[src/rtl/fix_ari_acc.sv]
// Fixed-point accumulator behind fix_ari_mul: sums len products, returns a saturated WIDTH-bit result.
// Optional macro FIX_ARI_ACC_ROUND_EN selects round-half-up instead of truncation on the output shift.
module fix_ari_acc #(
    parameter int unsigned WIDTH = 16,
    parameter int unsigned FRAC  = 8,
    parameter int unsigned LEN_W = 8,
    parameter int unsigned ACC_W = 40
) (
    input  logic                        clk,
    input  logic                        rst_n,
    input  logic                        start,
    input  logic [LEN_W-1:0]            len,
    input  logic                        in_valid,
    input  logic signed [2*WIDTH-2:0]   in_data,
    output logic                        busy,
    output logic                        out_valid,
    input  logic                        out_ready,
    output logic [WIDTH-1:0]            out_data,
    output logic [ACC_W-1:0]            out_full,
    output logic                        out_sat,
    output logic                        drop
);

    localparam logic signed [ACC_W-1:0] SAT_MAX = ACC_W'((1 << (WIDTH-1)) - 1);
    localparam logic signed [ACC_W-1:0] SAT_MIN = ACC_W'(-(1 << (WIDTH-1)));

    typedef enum logic [1:0] {IDLE, ACCUM, DONE} state_t;

    state_t                  state, state_nxt;
    logic signed [ACC_W-1:0] acc, acc_nxt;
    logic [LEN_W-1:0]        count, count_nxt, count_inc;
    logic [LEN_W-1:0]        len_q, len_nxt;
    logic                    busy_nxt, out_valid_nxt, out_sat_nxt, drop_nxt;
    logic [WIDTH-1:0]        out_data_nxt;
    logic [ACC_W-1:0]        out_full_nxt;

    logic signed [ACC_W-1:0] sum_c, acc_rnd_c, r_c;
    logic [WIDTH-1:0]        res_data_c;
    logic                    res_sat_c;

    // Running sum including the current product, and its scaled/saturated result
    assign sum_c     = acc + ACC_W'(in_data);
    assign count_inc = count + LEN_W'(1);

`ifdef FIX_ARI_ACC_ROUND_EN
    assign acc_rnd_c = sum_c + ACC_W'(1 << (FRAC-1));
`else
    assign acc_rnd_c = sum_c;
`endif

    assign r_c = acc_rnd_c >>> FRAC;

    always_comb begin
        res_sat_c  = 1'b0;
        res_data_c = r_c[WIDTH-1:0];
        if (r_c > SAT_MAX) begin
            res_sat_c  = 1'b1;
            res_data_c = WIDTH'(SAT_MAX);
        end else if (r_c < SAT_MIN) begin
            res_sat_c  = 1'b1;
            res_data_c = WIDTH'(SAT_MIN);
        end
    end

    // Next-state and next-output logic
    always_comb begin
        state_nxt     = state;
        acc_nxt       = acc;
        count_nxt     = count;
        len_nxt       = len_q;
        out_valid_nxt = out_valid;
        out_data_nxt  = out_data;
        out_full_nxt  = out_full;
        out_sat_nxt   = out_sat;
        drop_nxt      = drop;

        unique case (state)
            IDLE: begin
                if (start) begin
                    acc_nxt   = '0;
                    count_nxt = '0;
                    len_nxt   = len;
                    drop_nxt  = 1'b0;
                    if (len == '0) begin
                        state_nxt     = DONE;
                        out_valid_nxt = 1'b1;
                        out_data_nxt  = '0;
                        out_full_nxt  = '0;
                        out_sat_nxt   = 1'b0;
                    end else begin
                        state_nxt = ACCUM;
                    end
                end
                if (in_valid) drop_nxt = 1'b1;
            end
            ACCUM: begin
                if (in_valid) begin
                    acc_nxt   = sum_c;
                    count_nxt = count_inc;
                    if (count_inc == len_q) begin
                        state_nxt     = DONE;
                        out_valid_nxt = 1'b1;
                        out_data_nxt  = res_data_c;
                        out_full_nxt  = sum_c;
                        out_sat_nxt   = res_sat_c;
                    end
                end
            end
            DONE: begin
                if (in_valid) drop_nxt = 1'b1;
                if (out_ready) begin
                    state_nxt     = IDLE;
                    out_valid_nxt = 1'b0;
                end
            end
            default: state_nxt = IDLE;
        endcase

        busy_nxt = (state_nxt != IDLE);
    end

    always_ff @(posedge clk or negedge rst_n) begin
        if (!rst_n) begin
            state     <= IDLE;
            acc       <= '0;
            count     <= '0;
            len_q     <= '0;
            busy      <= 1'b0;
            out_valid <= 1'b0;
            out_data  <= '0;
            out_full  <= '0;
            out_sat   <= 1'b0;
            drop      <= 1'b0;
        end else begin
            state     <= state_nxt;
            acc       <= acc_nxt;
            count     <= count_nxt;
            len_q     <= len_nxt;
            busy      <= busy_nxt;
            out_valid <= out_valid_nxt;
            out_data  <= out_data_nxt;
            out_full  <= out_full_nxt;
            out_sat   <= out_sat_nxt;
            drop      <= drop_nxt;
        end
    end

endmodule

[config.mk]
export PLATFORM = sky130hd
export DESIGN_NAME = fix_ari_acc
export DESIGN_NICKNAME = d
export VERILOG_FILES = /design/src/rtl/fix_ari_acc.sv
export SDC_FILE = /design/constraint.sdc
export NUM_CORES = 1
export LEC_CHECK = 0
export CAP_MARGIN = 15
export CORE_MARGIN = 8
export CORE_UTILIZATION = 50
export CTS_BUF_LIST = sky130_fd_sc_hd__clkbuf_8
export DETAILED_ROUTE_END_ITERATION = 8
export HOLD_SLACK_MARGIN = 0.15
export PLACE_DENSITY = 0.74
export SKIP_LAST_GASP = 1
export SYNTH_ARGS = -nofsm -noshare
export SYNTH_HDL_FRONTEND = slang
export SYNTH_SLANG_ARGS = --single-unit
[constraint.sdc]
create_clock -name clk -period 4.59 [get_ports clk]
set_input_delay 0.459 -clock clk [delete_from_list [all_inputs] [get_ports clk]]
set_output_delay 0.459 -clock clk [all_outputs]
set_load 0.01 [all_outputs]
# ---- Yosys cells after proc, flatten, opt, wreduce, memory -nomap -nowiden
# Cells that the tools add are included.
dict set report totals {
  ff_bits 118
  in_bits 44
  word_cells 76
}
dict set report classes {
  addsub 2
  order_cmp 2
  n_eq_ne 10
  muxes 41
  n_reduce_logical 11
}
# cell count
set ops {}
lappend ops {{$mux 40} 6}
lappend ops {{$pmux 40 s2} 2}
lappend ops {{$mux 16} 6}
lappend ops {{$add 40x31->40} 1}
lappend ops {{$gt 32x16->1 const B} 1}
lappend ops {{$lt 32x16->1 const B} 1}
lappend ops {{$pmux 16 s2} 1}
lappend ops {{$mux 8} 2}
lappend ops {{$pmux 8 s2} 1}
lappend ops {{$mux 1} 14}
lappend ops {{$ne 2x2->1 const B} 6}
lappend ops {{$mux 2} 5}
lappend ops {{$add 8x1->8 const B} 1}
lappend ops {{$eq 8x8->1} 1}
lappend ops {{$logic_not 8->1} 1}
lappend ops {{$pmux 2 s3} 1}
lappend ops {{$reduce_and 3->1} 2}
lappend ops {{$reduce_and 6->1} 1}
lappend ops {{$reduce_bool 2->1} 3}
lappend ops {{$reduce_and 5->1} 1}
lappend ops {{$pmux 1 s2} 2}
lappend ops {{$ne 3x3->1 const B} 1}
lappend ops {{$pmux 1 s3} 1}
lappend ops {{$reduce_bool 3->1} 1}
lappend ops {{other kinds (4)} 4}

# ---- Depth between registers and ports, before layout
dict set report depth {
  depth_word 7
  depth_mapped 14
  mapped_depth_nobuf 12
}

# ---- Least setup slack after synthesis
# No wires, ideal clock.
dict set report synth_timing {
  path_kind {input -> register}
  startpoint {input port in_data[0]}
  endpoint {register out_data[10]}
  arrival_time_ps 3705
  setup_slack_ps 812
  cell_stages 13
  cell_sequence {ha_1 -> fa_1 -> a21o_2 -> a31o_2 -> a31o_1 -> a32oi_1 -> o211ai_1 -> or4b_1 -> or4_4 -> o32ai_4 -> buf_6 -> a21oi_1 -> a21oi_2}
}
dict set report synth_between {
  elab_chain_cells 7
  elab_cells_between_ends 8
  classes_between {1 x add/sub; 2 x order compare; 5 x mux}
}
# element line_no
set synth_rtl {}
lappend synth_rtl {{from (decl)} 14} ;# input logic signed [2*WIDTH-2:0] in_data,
lappend synth_rtl {{$add 40x31->40 *} 42} ;# assign sum_c = acc + ACC_W'(in_data);
lappend synth_rtl {{$lt 32x16->1} 59} ;# end else if (r_c < SAT_MIN) begin
lappend synth_rtl {{$mux 16} 59}
lappend synth_rtl {{$mux 16 *} 56} ;# if (r_c > SAT_MAX) begin
lappend synth_rtl {{$mux 16 *} 100} ;# if (count_inc == len_q) begin
lappend synth_rtl {{$mux 16 *} 97} ;# if (in_valid) begin
lappend synth_rtl {{$pmux 16 s2 *} 77} ;# unique case (state)
lappend synth_rtl {{to (signal assigned)} 141} ;# out_data <= out_data_nxt;
lappend synth_rtl {{to (decl)} 18} ;# output logic [WIDTH-1:0] out_data,
# Mark *: on every way between the ends. The rest lies on a longest branch, timed or not. The select of a mux whose other input is x is not followed.
# A chain may end at the register's enable or synchronous reset.

# ---- Worst setup path in the final report
dict set report layout_timing {
  startpoint {input port in_data[0]}
  endpoint {register out_data[14]}
}
# The elaborated chain is that of the path after synthesis.

==> flow_summary.ini <==
[clock_tree]
clock_path_buffers = 2
cts_buffers = 17
tritoncts = yes
path_clk_slew_ns = 0.07
cts_max_level = 4
clock_latency_ns = 0.45
clkSinkCount = 118
root_buffer = clkbuf_8

[detailed_routing]
via_per_inst = 6.106
vias = 6967
drc = 0
wire_per_inst_um = 19.59
first_iter_violations = 534
postRouteAntennaNets = 0
drt-pass1-iter-count = 5
drt-total-wl_um = 22360

[grt]
antenna_found_initial = 0
top_usage_layer = met2
grt_use_met2_pct = 36.80
met1_usage_pct = 30.94
grt_max_degree = 62
track_usage_pct = 23.32
grt_overflow_total = 0
grt_util_met3_pct = 6.327
grt_first_pass_wirelength_um = 36500
grt_pass1_vias = 7008

[logic_synthesis]
syn_area_um2 = 7619
synth_edf_count = 0
yosysMostFrequentCell = nand2_1
synth_top_area_share_pct = 38.76
yosysUniqueCellTypes = 85
synthTopCellsByArea = dfrtp_1 (39%), nand2_1 (6.8%), ha_1 (6.6%)
async_reset_ff_share_pct = 100.0
synth_commonest_cells = nand2_1 (138), dfrtp_1 (118), o21ai_0 (78), a21oi_1 (77), ha_1 (40)
netlist_instances = 852
syn_area_per_cell_um2 = 8.942
ys_ff_latch = 118
synth-seq-area-share_pct = 38.76
synth_area_leader_cell = dfrtp_1
syn_nets = 937
ys.flop_type = dfrtp_1
yosys_warnings = 0

[worst_setup_path]
cp_max_fo = 15
critical_path_class = in2reg
end_kind = flop
start_kind = input pin
cp.arrival_ns = 4.39
crit_required_ns = 4.96

[sta]
setup_viol = 0
maxSlewHeadroom_pct = 43.56
hold_viol_final = 0
tns_ns = 0
skew_ns = 0.01370
max_clock_freq_mhz = 248.6
post-route-min-period_ns = 4.022
rsz0062_at_grt = no
setup_ws_ns = 0.5680
slew_viol_final = 0
worstMarginPinSlew_ns = 0.8446
period_share_pct = 87.63

[status]
status = finished clean

[placement]
place.gp.congestion = 0.9734
post-place-ws_ns = 0.1688
place.detailed.hpwl_um = 16650
portBuffers = 103
dp_cells = 1108

[layout]
syn_to_final_growth_pct = 20.63
nNetsFinal = 1025
fin_cells = 1141
seqCellArea_um2 = 2953
fill_cells = 1276
n_antenna_cell = 0
multi_input_area_um2 = 4372
final_layout_size_suffix_gt1_share_pct = 11.02

[power_and_ir_drop]
power_frac_seq_pct = 25.4
p_per_area_nw_per_um2 = 743.9
p_comb_share_pct = 60.3
p_clk_share_pct = 14.3
peakVddDrop_mv = 0.4856
p_sw_w = 0.003214
cellLeakagePower_nw = 3.975
p_int_w = 0.003623
swShare_pct = 47.01

[floorplan]
ios = 104
die_w_um = 139.4
num_rows = 45
dieArea_um2 = 19440
die_h_um = 139.4
start_util_pct = 50.68
coreArea_um2 = 15030

[worst_hold_path]
hp-class = reg2reg

[run]
cap_violations = 0
-- cell type report --
type	count	share of cell area (%)
clock inverters	14	1.647
inverters	10	0.4084
repair buffers	123	12.99
multi-input cells	670	47.57
flip-flops and latches	118	32.13
clock buffers	18	2.696
well taps	188	2.560
-- cells in the final DEF (no fill, tap or decap), drive strengths merged, types with 20 or more instances in the layout --
master | Yosys | final
ha | 40 | 40
nand2 | 138 | 138
nor2 | 32 | 32
clkdlybuf4s50 | 0 | 102
a22o | 21 | 21
a21oi | 89 | 89
buf | 24 | 20
o21ai | 79 | 79
xor2 | 22 | 22
dfrtp | 118 | 118
-- path summary, 6_finish.rpt --
check | startpoint | endpoint | slack, ns | cells past startpoint
worst max register to register | acc[0] | out_data[14] | 0.62 | 13
worst max-delay path | in_data[0] | out_data[14] | 0.57 | 14
worst min-delay path | out_full[14] | out_full[14] | 0.48 | 2
min in group asynchronous | rst_n | len_q[6] | 0.62 | 2
worst min register to register | out_full[14] | out_full[14] | 0.48 | 2
max in group asynchronous | rst_n | acc[25] | 3.07 | 3
-- power groups by stage --
stage | combinational [W] | sequential [W] | clock, W
2_1_floorplan | 0.00269 | 0.00175 | 0
3_3_place_gp | 0.00403 | 0.00173 | 0
3_5_place_dp | 0.00407 | 0.00175 | 0
4_1_cts | 0.00410 | 0.00174 | 0.000989
5_1_grt | 0.00453 | 0.00178 | 0.00104
6_report | 0.00413 | 0.00173 | 0.000976
-- sequential cells by signal (all words and copies together) (netlist names) --
name	cells
acc	40
out_full	40
out_data	16
count	8
len_q	8
state	2
busy	1
drop	1
out_sat	1
out_valid	1
-- repair_timing --
action,in CTS,in global routing
hold buffers,1,0
buffers inserted,0,0
resized for setup,0,0
hold endpoints to repair,59,0
-- logic make-up after synthesis --
kind of cell,after synthesis,synth area share (%)
buf+inv,64,4.024
xor+xnor,41,4.713
mux,8,1.183
flops,118,38.76
fa+ha+maj,41,6.832
simple gates,277,17.74
compound gates,303,26.75
-- worst max-delay path, cell delays in order --
cell and delay (ns):
clkdlybuf4s50_1 0.42, ha_1 0.24, fa_1 0.40, a21o_2 0.22, a31o_2 0.29, a31oi_1 0.45, o41ai_1 0.23, o211ai_1 0.21
o211ai_1 0.16, or4_4 0.58, o32ai_4 0.25, buf_4 0.26, a21oi_1 0.06, a21oi_1 0.14
-- per-layer routing --
| layer | wire length [µm] | up-vias |
|---|---|---|
| met1 | 10280 | 3376 |
| met3 | 1432 | 30 |
| met2 | 10230 | 234 |
| li1 | - | 3327 |
| met4 | 415 | 0 |
| met5 | 0 | - |
-- per-stage QoR --
step	util (%)	hold WS, ns	cell area (µm²)	power, W
2_1_floorplan	-	0.1634	7619	0.004443
6_report	61.13	0.4805	9190	0.006837
4_1_cts	61.13	0.4863	9190	0.006821
5_1_grt	61.13	0.5147	9190	0.007353
3_5_place_dp	58.41	0.4697	8781	0.005817
3_3_place_gp	58.41	0.4621	8781	0.005762
Note: power is estimated with default switching activity, not from simulation.
